[config.mk]
export PLATFORM = sky130hd
export DESIGN_NAME = put_data_into_lane
export DESIGN_NICKNAME = d
export VERILOG_FILES = /design/src/rtl/put_data_into_lane_pkg.sv /design/src/rtl/put_data_into_lane_byte_select.sv /design/src/rtl/put_data_into_lane.sv
export SDC_FILE = /design/constraint.sdc
export NUM_CORES = 1
export LEC_CHECK = 0
export ABC_CLOCK_PERIOD_IN_PS = 2300
export CAP_MARGIN = 20
export CELL_PAD_IN_SITES_DETAIL_PLACEMENT = 1
export CELL_PAD_IN_SITES_GLOBAL_PLACEMENT = 2
export CORE_ASPECT_RATIO = 1.5
export CORE_MARGIN = 2
export CORE_UTILIZATION = 23
export DETAILED_ROUTE_END_ITERATION = 10
export PLACE_DENSITY = 0.88
export SYNTH_ARGS = -nofsm -noshare
export SYNTH_HDL_FRONTEND = slang
export SYNTH_SLANG_ARGS = --single-unit
[constraint.sdc]
create_clock -name clk -period 2.3 [get_ports clk]
set_clock_uncertainty 0.2 [all_clocks]
set_input_delay 0.46 -clock clk [delete_from_list [all_inputs] [get_ports clk]]
set_output_delay 0.46 -clock clk [all_outputs]
set_load 0.03 [all_outputs]
[src/rtl/put_data_into_lane_pkg.sv]
// Shared types and helpers for the cache lane store-merge buffer.
package put_data_into_lane_pkg;

  // Store words are 32 bits, i.e. four byte lanes per store.
  localparam int unsigned WORD_BYTES = 4;

  // Buffer control states; encodings kept identical to the legacy values.
  typedef enum logic [1:0] {
    IDLE  = 2'd0,
    MERGE = 2'd1,
    FLUSH = 2'd2
  } lane_state_e;

  // Number of bytes in one lane for a given geometry.
  function automatic int unsigned bytes_per_lane(input int unsigned log_sets,
                                                 input int unsigned off_bits);
    return (2 ** off_bits) * (2 ** log_sets);
  endfunction

  // Store counter increment that sticks at 8'hFF.
  function automatic logic [7:0] sat_inc8(input logic [7:0] v);
    return (v == 8'hFF) ? v : v + 8'd1;
  endfunction

endpackage

[src/rtl/put_data_into_lane_byte_select.sv]
// Decodes a store's block position, word offset and byte enables into a
// per-byte write mask across the whole lane.
module lane_byte_select
  import put_data_into_lane_pkg::*;
#(
  parameter int unsigned log_of_number_of_sets = 2,
  parameter int unsigned bits_for_offset       = 3
) (
  input  logic [log_of_number_of_sets-1:0] wr_pos_i,
  input  logic [bits_for_offset-1:0]       wr_offset_i,
  input  logic [3:0]                       wr_byteenable_i,
  output logic [bytes_per_lane(log_of_number_of_sets, bits_for_offset)-1:0] byte_mask_o
);

  localparam int unsigned BYTES = bytes_per_lane(log_of_number_of_sets, bits_for_offset);
  localparam int unsigned IDXW  = log_of_number_of_sets + bits_for_offset;

  // Stores are word aligned: the two low offset bits carry no information.
  logic unused_offset_bits;
  assign unused_offset_bits = ^wr_offset_i[1:0];

  // Byte b is hit when its word index matches {pos, offset[..:2]} and the
  // enable for its position inside the word is set.
  for (genvar b = 0; b < BYTES; b++) begin : g_byte
    localparam logic [IDXW-1:0] BI = IDXW'(b);
    assign byte_mask_o[b] = (BI[IDXW-1:2] == {wr_pos_i, wr_offset_i[bits_for_offset-1:2]})
                            && wr_byteenable_i[BI[1:0]];
  end

endmodule

[src/rtl/put_data_into_lane.sv]
// Cache lane store-merge buffer: loads a lane, byte-merges a burst of 32-bit
// stores into it, tracks dirty bytes and store count, then writes it back.
module put_data_into_lane #(
  parameter int unsigned log_of_number_of_sets = 2,
  parameter int unsigned bits_for_offset       = 3,
  parameter int unsigned cache_lane_size       = 8 * (2 ** bits_for_offset) * (2 ** log_of_number_of_sets)
) (
  input  logic                             clk,
  input  logic                             reset,
  input  logic                             lane_in_valid,
  output logic                             lane_in_ready,
  input  logic [cache_lane_size-1:0]       lane_in,
  input  logic                             wr_valid,
  output logic                             wr_ready,
  input  logic [31:0]                      wr_data,
  input  logic [3:0]                       wr_byteenable,
  input  logic [bits_for_offset-1:0]       wr_offset,
  input  logic [log_of_number_of_sets-1:0] wr_pos,
  input  logic                             wr_last,
  output logic                             lane_out_valid,
  input  logic                             lane_out_ready,
  output logic [cache_lane_size-1:0]       lane_out,
  output logic [cache_lane_size/8-1:0]     dirty_mask,
  output logic [7:0]                       wr_count
);

  import put_data_into_lane_pkg::*;

  localparam int unsigned BYTES = cache_lane_size / 8;

  lane_state_e                state_q, state_d;
  logic [cache_lane_size-1:0] buf_q, buf_d;
  logic [BYTES-1:0]           dirty_q, dirty_d;
  logic [7:0]                 count_q, count_d;

  logic [BYTES-1:0]           byte_mask;
  logic [cache_lane_size-1:0] merged_lane;
  logic [BYTES-1:0]           merged_dirty;

  lane_byte_select #(
    .log_of_number_of_sets(log_of_number_of_sets),
    .bits_for_offset      (bits_for_offset)
  ) u_byte_select (
    .wr_pos_i       (wr_pos),
    .wr_offset_i    (wr_offset),
    .wr_byteenable_i(wr_byteenable),
    .byte_mask_o    (byte_mask)
  );

  // Per-byte merge: selected bytes take the matching byte of the store word.
  for (genvar b = 0; b < BYTES; b++) begin : g_merge
    assign merged_lane[8*b +: 8] = byte_mask[b] ? wr_data[8*(b % WORD_BYTES) +: 8]
                                                : buf_q[8*b +: 8];
  end
  assign merged_dirty = dirty_q | byte_mask;

  // Next-state, buffer, dirty and count update.
  always_comb begin
    state_d = state_q;
    buf_d   = buf_q;
    dirty_d = dirty_q;
    count_d = count_q;
    unique case (state_q)
      IDLE: begin
        if (lane_in_valid) begin
          buf_d   = lane_in;
          dirty_d = '0;
          count_d = '0;
          state_d = MERGE;
        end
      end
      MERGE: begin
        if (wr_valid) begin
          buf_d   = merged_lane;
          dirty_d = merged_dirty;
          count_d = sat_inc8(count_q);
          if (wr_last) state_d = FLUSH;
        end
      end
      FLUSH: begin
        if (lane_out_ready) state_d = IDLE;
      end
      default: state_d = IDLE;
    endcase
  end

  // State and datapath registers with synchronous reset.
  always_ff @(posedge clk) begin
    if (reset) begin
      state_q <= IDLE;
      buf_q   <= '0;
      dirty_q <= '0;
      count_q <= '0;
    end else begin
      state_q <= state_d;
      buf_q   <= buf_d;
      dirty_q <= dirty_d;
      count_q <= count_d;
    end
  end

  assign lane_in_ready  = (state_q == IDLE);
  assign wr_ready       = (state_q == MERGE);
  assign lane_out_valid = (state_q == FLUSH);
  assign lane_out       = buf_q;
  assign dirty_mask     = dirty_q;
  assign wr_count       = count_q;

endmodule

* Word-level counts from Yosys, hierarchy flattened
Cells that the tools add are included.
** Word-level totals
- Logic and storage cells :: 201
- Register bits after elaboration :: 298
- Input bits :: 303
** Operators by class
- Add/sub/neg operators :: 1
- Reduce and logical (&&, ||, !) cells :: 70
- Equality and inequality tests :: 47
- Multiplexer cells :: 47
- Bitwise operators :: 1
** Operators by type and width (number)
- $mux W256 :: 2
- $pmux W256 S2 :: 1
- $mux W8 :: 35
- $reduce_and A4 Y1 :: 34
- $ne A2 B1 Y1 const B :: 34
- $mux W32 :: 2
- $pmux W32 S2 :: 1
- $logic_and A1 B1 Y1 :: 32
- $or A32 B32 Y32 :: 1
- $pmux W8 S2 :: 1
- $eq A3 B3 Y1 const A :: 4
- $add A8 B1 Y8 const B :: 1
- $eq A8 B8 Y1 const B :: 1
- $mux W2 :: 4
- $eq A2 B3 Y1 const A :: 2
- $ne A2 B2 Y1 const B :: 3
- $pmux W2 S3 :: 1
- $eq A1 B3 Y1 const A :: 1
- $logic_not A3 Y1 :: 1
- $reduce_and A3 Y1 :: 1
- $eq A2 B1 Y1 const B :: 1
- $eq A2 B2 Y1 const B :: 1
- $logic_not A2 Y1 :: 1
- $reduce_bool A2 Y1 :: 1

* Depth between registers and ports, before layout
Gate-level depths: netlist of run 1.
- Word-level depth :: 5
- Depth in mapped cells :: 8
- Gate-level depth less buffers :: 6

* Cells and area by module
From an unflattened synthesis of run 1, not the netlist that was laid out.
** Unflattened totals
- Cell total of the unflattened synthesis :: 1480
- Area total of the unflattened synthesis :: 13705.6 um^2
** By module, submodules not included
- put_data_into_lane :: cells an instance 1439, times used 1, seq. area each 5965.7 um^2, area an instance 13255.2 um^2
- lane_byte_select :: cells an instance 41, times used 1, seq. area each 0.0 um^2, area an instance 450.4 um^2

* Worst setup path before layout of run 1
OpenSTA, ideal clock, no wires.
- Path kind :: register to register
- Start point :: register count_q[0], in the netlist wr_count[0]
- End point :: register count_q[7], in the netlist wr_count[7]
- Path buffers :: 0
- Slack :: 363 ps
- Period minus slack after synthesis :: 1937 ps
- Arrival time :: 1650 ps
- Stages on the path, launching flop included :: 6
- Cells stage by stage :: dfxtp_1 ha_1 nand4_1 o211ai_1 or4_1 o31ai_1
** Between the ends
- Longest elaborated chain between the ends :: 4
** RTL lines
- from (decl) :: line put_data_into_lane.sv:34 : logic [7:0] count_q, count_d;
- from (signal assigned) :: line put_data_into_lane.sv:98 : count_q <= count_d;
- $add A8 B1 Y8 :: line put_data_into_lane_pkg.sv:22 : return (v == 8'hFF) ? v : v + 8'd1;
- $mux W8 :: line put_data_into_lane_pkg.sv:22
- $mux W8 :: line put_data_into_lane.sv:73 : if (wr_valid) begin
- $pmux W8 S2 :: line put_data_into_lane.sv:63 : unique case (state_q)
Several ways; a longest one is shown, not always the timed one. The select of a mux whose other input is x is not followed.
A chain may end at the register's enable or synchronous reset.

* Final worst setup path of run 1
- Start point :: register buf_q[6], in the netlist lane_out[6]
- End point :: output lane_out[6]
** RTL lines
- from (decl) :: line put_data_into_lane.sv:32 : logic [cache_lane_size-1:0] buf_q, buf_d;
- from (signal assigned) :: line put_data_into_lane.sv:96 : buf_q <= buf_d;
- to (decl) :: line put_data_into_lane.sv:22 : output logic [cache_lane_size-1:0] lane_out,
No word-level cell between the ends.

==> impl_metrics.yaml, run 1 <==
die:
  start_util_pct: 23.16
  die_area_um2: 57910
  io-pin-count: 602
  fp.dieW_um: 197.2
  rows: 106
  core_area_um2: 55570
  die_y_um: 293.7
setup_path:
  criticalPathCategory: "flip-flop to output port"
  end_kind: "output port"
  critical-path-slowest-cell: "clkdlybuf4s50_1"
  critPathLaunchType: "flip-flop"
  worst-path-max-fanout: 2
  required_ps: 1640
  cp.arrival_ps: 1620
  crit_family: "buffers and inverters"
  crit_path_max_incr_delay_ps: 730
  crit_path_cell_trace: "clkdlybuf4s50_1"
  crit_buf_inv: 1
placement:
  place.gp.congestion: 0.8676
  postPlaceCellArea_um2: 21110
  dp_hpwl_um: 56310
  dp_cells: 2786
  port_buffers: 599
synthesis:
  synth_compound_area_share_pct: 25.04
  muxShareOfSynthArea_pct: 0.2819
  synth_warnings: 0
  synth-xor-area-share_pct: 0.06805
  synth_top_area_share_pct: 46.35
  syn-num-nets: 1753
  yosysUniqueCellTypes: 50
  postSynthCellCount: 1449
  ys_top_cells_by_area: "dfxtp_1 46%, a211oi_1 15%, nor3_1 11%"
  netlist_area_um2: 12870
  ys_seq_area_share_pct: 46.35
  synth_top_family_by_area: "compound AO/OA/AOI/OAI gates"
  synth_edf_count: 0
  synth-adder-area-share_pct: 0.09721
  yosys.area_share.simple_pct: 23.37
  async_flop_share_pct: 0
  synthFlopType: "dfxtp_1"
  synth-seq-cells: 298
  synth.avg_cell_area_um2: 8.883
  post-synth-top-area-cell: "dfxtp_1"
final_layout:
  fin_area_um2: 22410
  drive_above_1_share_pct: 14.19
  final_cell_count_no_fill: 2856
  area.growth.synth_to_final_pct: 74.14
  nets: 2425
detailed_routing:
  drtIter0Drc: 628
  via_count: 14759
  via_per_inst: 5.168
  drt-wirelength-per-cell_um: 25.58
  drt-total-wl_um: 73050
  first_pass_iters: 5
  antenna_left: 0
  drcViolationCount: 0
global_route:
  grt_use_total_pct: 24.49
  grt_max_degree: 98
  antenna_found_initial: 14
  grt_pass1_wl_um: 105100
  grt_pass1_vias: 15734
  overflow: 0
timing:
  drv_slew: 0
  min_period_over_period_pct: 99.02
  fmax_mhz: 439.1
  slew_headroom_pct: 53.96
  hold_viol_final: 0
  period_needed_ps: 2277
  rsz0062_at_grt: "yes"
  tightest_slew_ps: 690.7
  setup_violations: 0
power:
  power.density_nw_per_um2: 750.0
  vdd_drop_max_mv: 0.4119
  p_leak_nw: 8.629
job:
  cap_violations: 0
clock_network:
  cts_max_path_buffers: 3
  htreeDepth: 2
  cts_tree: "built"
  clock-root-buffer: "clkbuf_16"
  postCtsHoldBufs: 0
  cts_buffers: 34
  clock_sinks: 298
  clk_pin_slew_worst_paths_ps: 70
  clk_latency_ps: 540
run_status:
  status: "finished, final reports clean"
worst_hold_path:
  min_path_type: "primary input to flip-flop"
-- sequential cells by signal, indices dropped and copies added, names as in the netlist --
register	flops
dirty_mask	32
lane_out	256
state_q	2
wr_count	8
-- kinds of logic (layout without fill, tap and decap cells) --
kind of cell	count (synthesis)	count (layout)
AND/OR/NAND/NOR	632	632
flip-flops	298	298
XOR/XNOR	1	1
AO/OA/AOI/OAI	372	372
adder cells (fa/ha/maj)	1	1
buffers and inverters	142	835
other	0	12
multiplexers	3	3
-- routing by layer --
metal | track usage [%] | vias up | share of wire, %
met5 | 0 | - | 0.060
li1 | - | 6738 | -
met4 | 13.96 | 8 | 5.7
met3 | 5.054 | 176 | 5.5
met1 | 25.97 | 7253 | 37
met2 | 44.71 | 584 | 52
-- metrics by stage --
step | hold slack, ps | power (mW) | utilization [%] | TNS [ps] | setup WS, ps
CTS | 175.3 | 16.96 | 40.04 | 0 | 0.3869
global route | 202.4 | 17.47 | 40.33 | -0.6728 | -0.6728
finish | 182.6 | 16.81 | 40.33 | 0 | 22.55
detailed placement | 280.0 | 11.10 | 37.99 | -88880 | -552.5
floorplan | 374.3 | 8.371 | - | 0 | 362.8
global placement | 275.1 | 10.98 | 37.99 | -77840 | -511.7
-- cell usage in the layout, fill, tap and decap left out, types with 4 or more instances in the layout --
master | synthesis | routed
a211oi_1 | 257 | 256
dfxtp_1 | 298 | 297
clkbuf_1 | 97 | 5
a31oi_1 | 52 | 46
nor3_1 | 290 | 290
clkbuf_8 | 0 | 7
buf_4 | 9 | 128
and2_0 | 18 | 18
nor2b_2 | 0 | 4
nand3_1 | 5 | 5
o31ai_4 | 32 | 32
nand2b_1 | 5 | 5
o21ai_0 | 4 | 4
nor2_1 | 261 | 261
and2_1 | 15 | 15
a31oi_2 | 14 | 18
a21oi_1 | 4 | 4
nor3b_4 | 2 | 4
diode_2 | 0 | 12
clkbuf_16 | 0 | 37
clkinv_2 | 0 | 4
buf_12 | 0 | 50
dlygate4sd2_1 | 0 | 38
clkdlybuf4s50_1 | 0 | 528
dlymetal6s2s_1 | 0 | 29
-- final timing paths --
check	startpoint	to	slack, ps	cells past startpoint
max	lane_out[6]$_SDFFE_PP0P_	lane_out[6]	20	1
min	reset	wr_count[4]$_SDFFE_PP0P_	180	2
max reg2reg	state_q[0]$_SDFFE_PP0P_	lane_out[42]$_SDFFE_PP0P_	50	7
min reg2reg	lane_out[40]$_SDFFE_PP0P_	lane_out[40]$_SDFFE_PP0P_	290	2
-- where the power goes --
group          total (mW)  leakage [nW]  switching (mW)  internal, mW
logic                5.06          5.59            2.91          2.15
clock network        5.84         0.575            2.36          3.48
registers            5.91          2.46           0.277          5.63
-- layout make-up --
| cell class | count | area (µm²) |
|---|---|---|
| timing repair buffer | 775 | 7963 |
| multi-input combinational | 1009 | 6405 |
| fill | 6329 | 33160 |
| inverter | 3 | 11.26 |
| tap | 702 | 878.3 |
| antenna | 12 | 30.03 |
| sequential | 298 | 5967 |
| clock buffer | 49 | 1041 |
| clock inverter | 8 | 118.9 |
-- what timing repair did --
item                                    in CTS  in global routing
endpoints found under the setup margin      69                 46
pin swaps                                    0                  3
gates resized for setup                     47                 37
buffers inserted                             0                  1
endpoints found under the hold margin        0                  0
-- cells in the mapped netlist, types with 2 or more instances --
cell and number:
nand3b_1 3, buf_1 13, and2_0 18, and4b_1 2
o211ai_1 3, a31oi_1 52, o21ai_0 4, nand4_1 3
nor2_1 261, inv_2 2, a211oi_1 257, nor2b_1 7
clkbuf_1 97, or3b_1 3, a31oi_2 14, nand2_1 3
buf_2 16, and2_1 15, buf_4 9, buf_6 4
mux2_2 2, o31ai_4 32, dfxtp_1 298, nand3_1 5
nand2b_1 5, nor3b_4 2, and4_1 2, and3b_1 3
nor3_1 290, a21oi_1 4
Note: power is estimated with default switching activity, not from simulation.
==> run 2: changes to the inputs <==
ABC_CLOCK_PERIOD_IN_PS = not set   (was 2300)
CORE_UTILIZATION = 21   (was 23)
CTS_BUF_LIST = sky130_fd_sc_hd__clkbuf_16   (was not set)
PLACE_DENSITY = 0.84   (was 0.88)
clock period = 2.05 ns   (was 2.3 ns; I/O delays follow)
==> run 2 against run 1 <==
  * The run now ends with setup timing left
  * Combinational power is 15% higher
  * Die area grew 9.4%
  * Sequential share of layout area down 1.0 points
  * Largest cell class unchanged
  * Final area up 4.0%
  * Largest power group unchanged
  * Sequential cell count unchanged
  * Critical path depth up 4
  * Non-clock buffer count increased by 61
  * Count of clock-buffer cells in the layout decreased by 14
  * Highest routed layer unchanged
  * Final cell count rose by 5.2%
  * Global-route usage shrank 1.4 points
  * Via count up 0.93%
==> impl_metrics.yaml, run 2 (same netlist as run 1, synthesis figures left out) <==
run_status:
  violations: "setup timing"
  status: "finished, violations left"
timing:
  hold_ws_ps: 281.5
  rsz0062_at_grt: "yes"
  fmax_mhz: 486.3
  period_needed_ps: 2056
  fin_tns_setup_ps: -6.209
  drv_slew: 0
  setup_violations: 1
  hold_viol_final: 0
  min_period_over_period_pct: 100.3
  setup_ws_ps: -6.209
  slew_headroom_pct: 65.39
  tightest_slew_ps: 519.1
die:
  fp.dieW_um: 206.1
  die_y_um: 307.2
  rows: 111
  start_util_pct: 21.16
  die_area_um2: 63330
  io-pin-count: 602
  core_area_um2: 60830
final_layout:
  final_cell_mix: "297 x clkdlybuf4s50_1, 295 x dfxtp_1, 289 x dlygate4sd2_1"
  final_cell_count_no_fill: 3005
  area.growth.synth_to_final_pct: 81.11
  n_fill_cell: 7020
  largest_reg_flops: 256
  nets: 2486
  final_common_cell: "clkdlybuf4s50_1"
  drive_above_1_share_pct: 18.13
clock_network:
  clk_latency_ps: 530
  cts_max_path_buffers: 3
  cts_buffers: 34
  clock_sinks: 298
  htreeDepth: 2
  cts_tree: "built"
  clk_pin_slew_worst_paths_ps: 60
  clock-root-buffer: "clkbuf_16"
power:
  power_frac_comb_pct: 31.5
  p_seq_share_pct: 35.9
  internal_power_mw: 12.08
  power.density_nw_per_um2: 790.8
  power.share.clock_pct: 32.5
  p_sw_mw: 6.359
  swShare_pct: 34.49
  p_leak_nw: 9.627
  vdd_drop_max_mv: 0.4511
detailed_routing:
  drcViolationCount: 0
  first_pass_iters: 5
  drtIter0Drc: 558
  drt-total-wl_um: 76220
  via_count: 14896
  via_per_inst: 4.957
  drt-wirelength-per-cell_um: 25.36
  antenna_left: 0
placement:
  dp_hpwl_um: 58690
  port_buffers: 599
  dp_cells: 2894
  dp_slack_ps: -645.1
  place.gp.congestion: 0.8675
global_route:
  use_met3_pct: 4.899
  overflow: 0
  grt_pass1_wl_um: 107500
  met1_usage_pct: 24.76
  grt_max_degree: 77
  use_met2_pct: 41.49
  grt_pass1_vias: 15990
  antenna_found_initial: 11
  busiest_layer: "met2"
  grt_use_total_pct: 23.07
setup_path:
  crit_buf_inv: 4
  criticalPathCategory: "flip-flop to output port"
  required_ps: 1440
  crit_path_cell_trace: "inv_4 -> nand2_8 -> inv_8 -> buf_8 -> buf_6"
  critical-path-slowest-cell: "dfxtp_2"
  worst-path-max-fanout: 7
  cp.arrival_ps: 1450
  critPathLaunchType: "flip-flop"
  end_kind: "output port"
  crit_path_max_incr_delay_ps: 400
  crit_family: "flip-flops"
job:
  cap_violations: 0
worst_hold_path:
  min_path_type: "primary input to flip-flop"
-- run 2: changes by cell type in the layout (fill, tap and decap cells not counted), sizes merged --
cell           previous run  this run
dlygate4sd3               0         1
dlygate4sd2              38       289
clkinv                    4        13
dlymetal6s2s             29         2
clkdlybuf4s15             0         4
clkinvlp                  0         1
diode                    12         8
buf                     180       237
bufinv                    3         2
inv                       4        12
clkbuf                   49        41
clkdlybuf4s50           528       297
-- run 2: layout make-up --
| class | count | area (µm²) | area share [%] |
|---|---|---|---|
| antenna | 8 | 20.02 | 0.08588 |
| sequential | 298 | 5972 | 25.62 |
| clock inverter | 25 | 170.2 | 0.7300 |
| timing repair buffer | 836 | 8617 | 36.97 |
| multi-input combinational | 1009 | 6645 | 28.51 |
| tap | 791 | 989.7 | 4.246 |
| inverter | 3 | 21.27 | 0.09125 |
| clock buffer | 35 | 875.8 | 3.757 |
-- run 2: worst paths after layout --
path | startpoint | endpoint | slack [ps] | cells after the start
setup / recovery | state_q[1]$_SDFFE_PP0P_ | wr_ready | -6 | 5
setup reg to reg | state_q[1]$_SDFFE_PP0P_ | lane_out[99]$_SDFFE_PP0P_ | 10 | 7
hold / removal | lane_out_ready | state_q[1]$_SDFFE_PP0P_ | 280 | 4
hold reg to reg | lane_out[153]$_SDFFE_PP0P_ | lane_out[153]$_SDFFE_PP0P_ | 290 | 2
-- run 2: worst reg2reg max path: stages, from the launching register on --
cell	delay, ps
dfxtp_2	360
buf_4	190
or3b_4	500
clkbuf_16	230
o31ai_4	80
buf_12	170
nor2_1	50
nor3_1	160
-- run 2: repair_timing --
action	CTS	global route
buffers inserted	10	26
hold buffers	1	0
endpoints found under the hold margin	1	0
resized for setup	323	63
cloned	0	6
setup endpoints to repair	518	202
pin swaps	11	21
-- run 2: routing by layer --
| metal | part of all wire [%] | wire length (µm) |
|---|---|---|
| met1 | 37 | 27930 |
| met2 | 51 | 39010 |
| met3 | 6.1 | 4635 |
| met4 | 6.0 | 4608 |
| met5 | 0.050 | 38 |
-- run 2: power groups by stage --
stage / Sequential (mW) / Clock (mW) / Combinational, mW
after floorplan: 7.72 / 0 / 1.68
after global placement: 6.74 / 0 / 5.73
after detailed placement: 6.76 / 0 / 5.82
after CTS: 6.62 / 6.19 / 5.60
after global routing: 6.68 / 6.41 / 6.15
final: 6.63 / 5.99 / 5.82
-- run 2: stage by stage --
stage                     area (µm²)  total power [mW]  util [%]
after floorplan                12870             9.392         -
after detailed placement       21610             12.58     35.53
final                          23310             18.44     38.32
after global placement         21610             12.47     35.53
after CTS                      22570             18.41     37.10
after global routing           23310             19.24     38.31
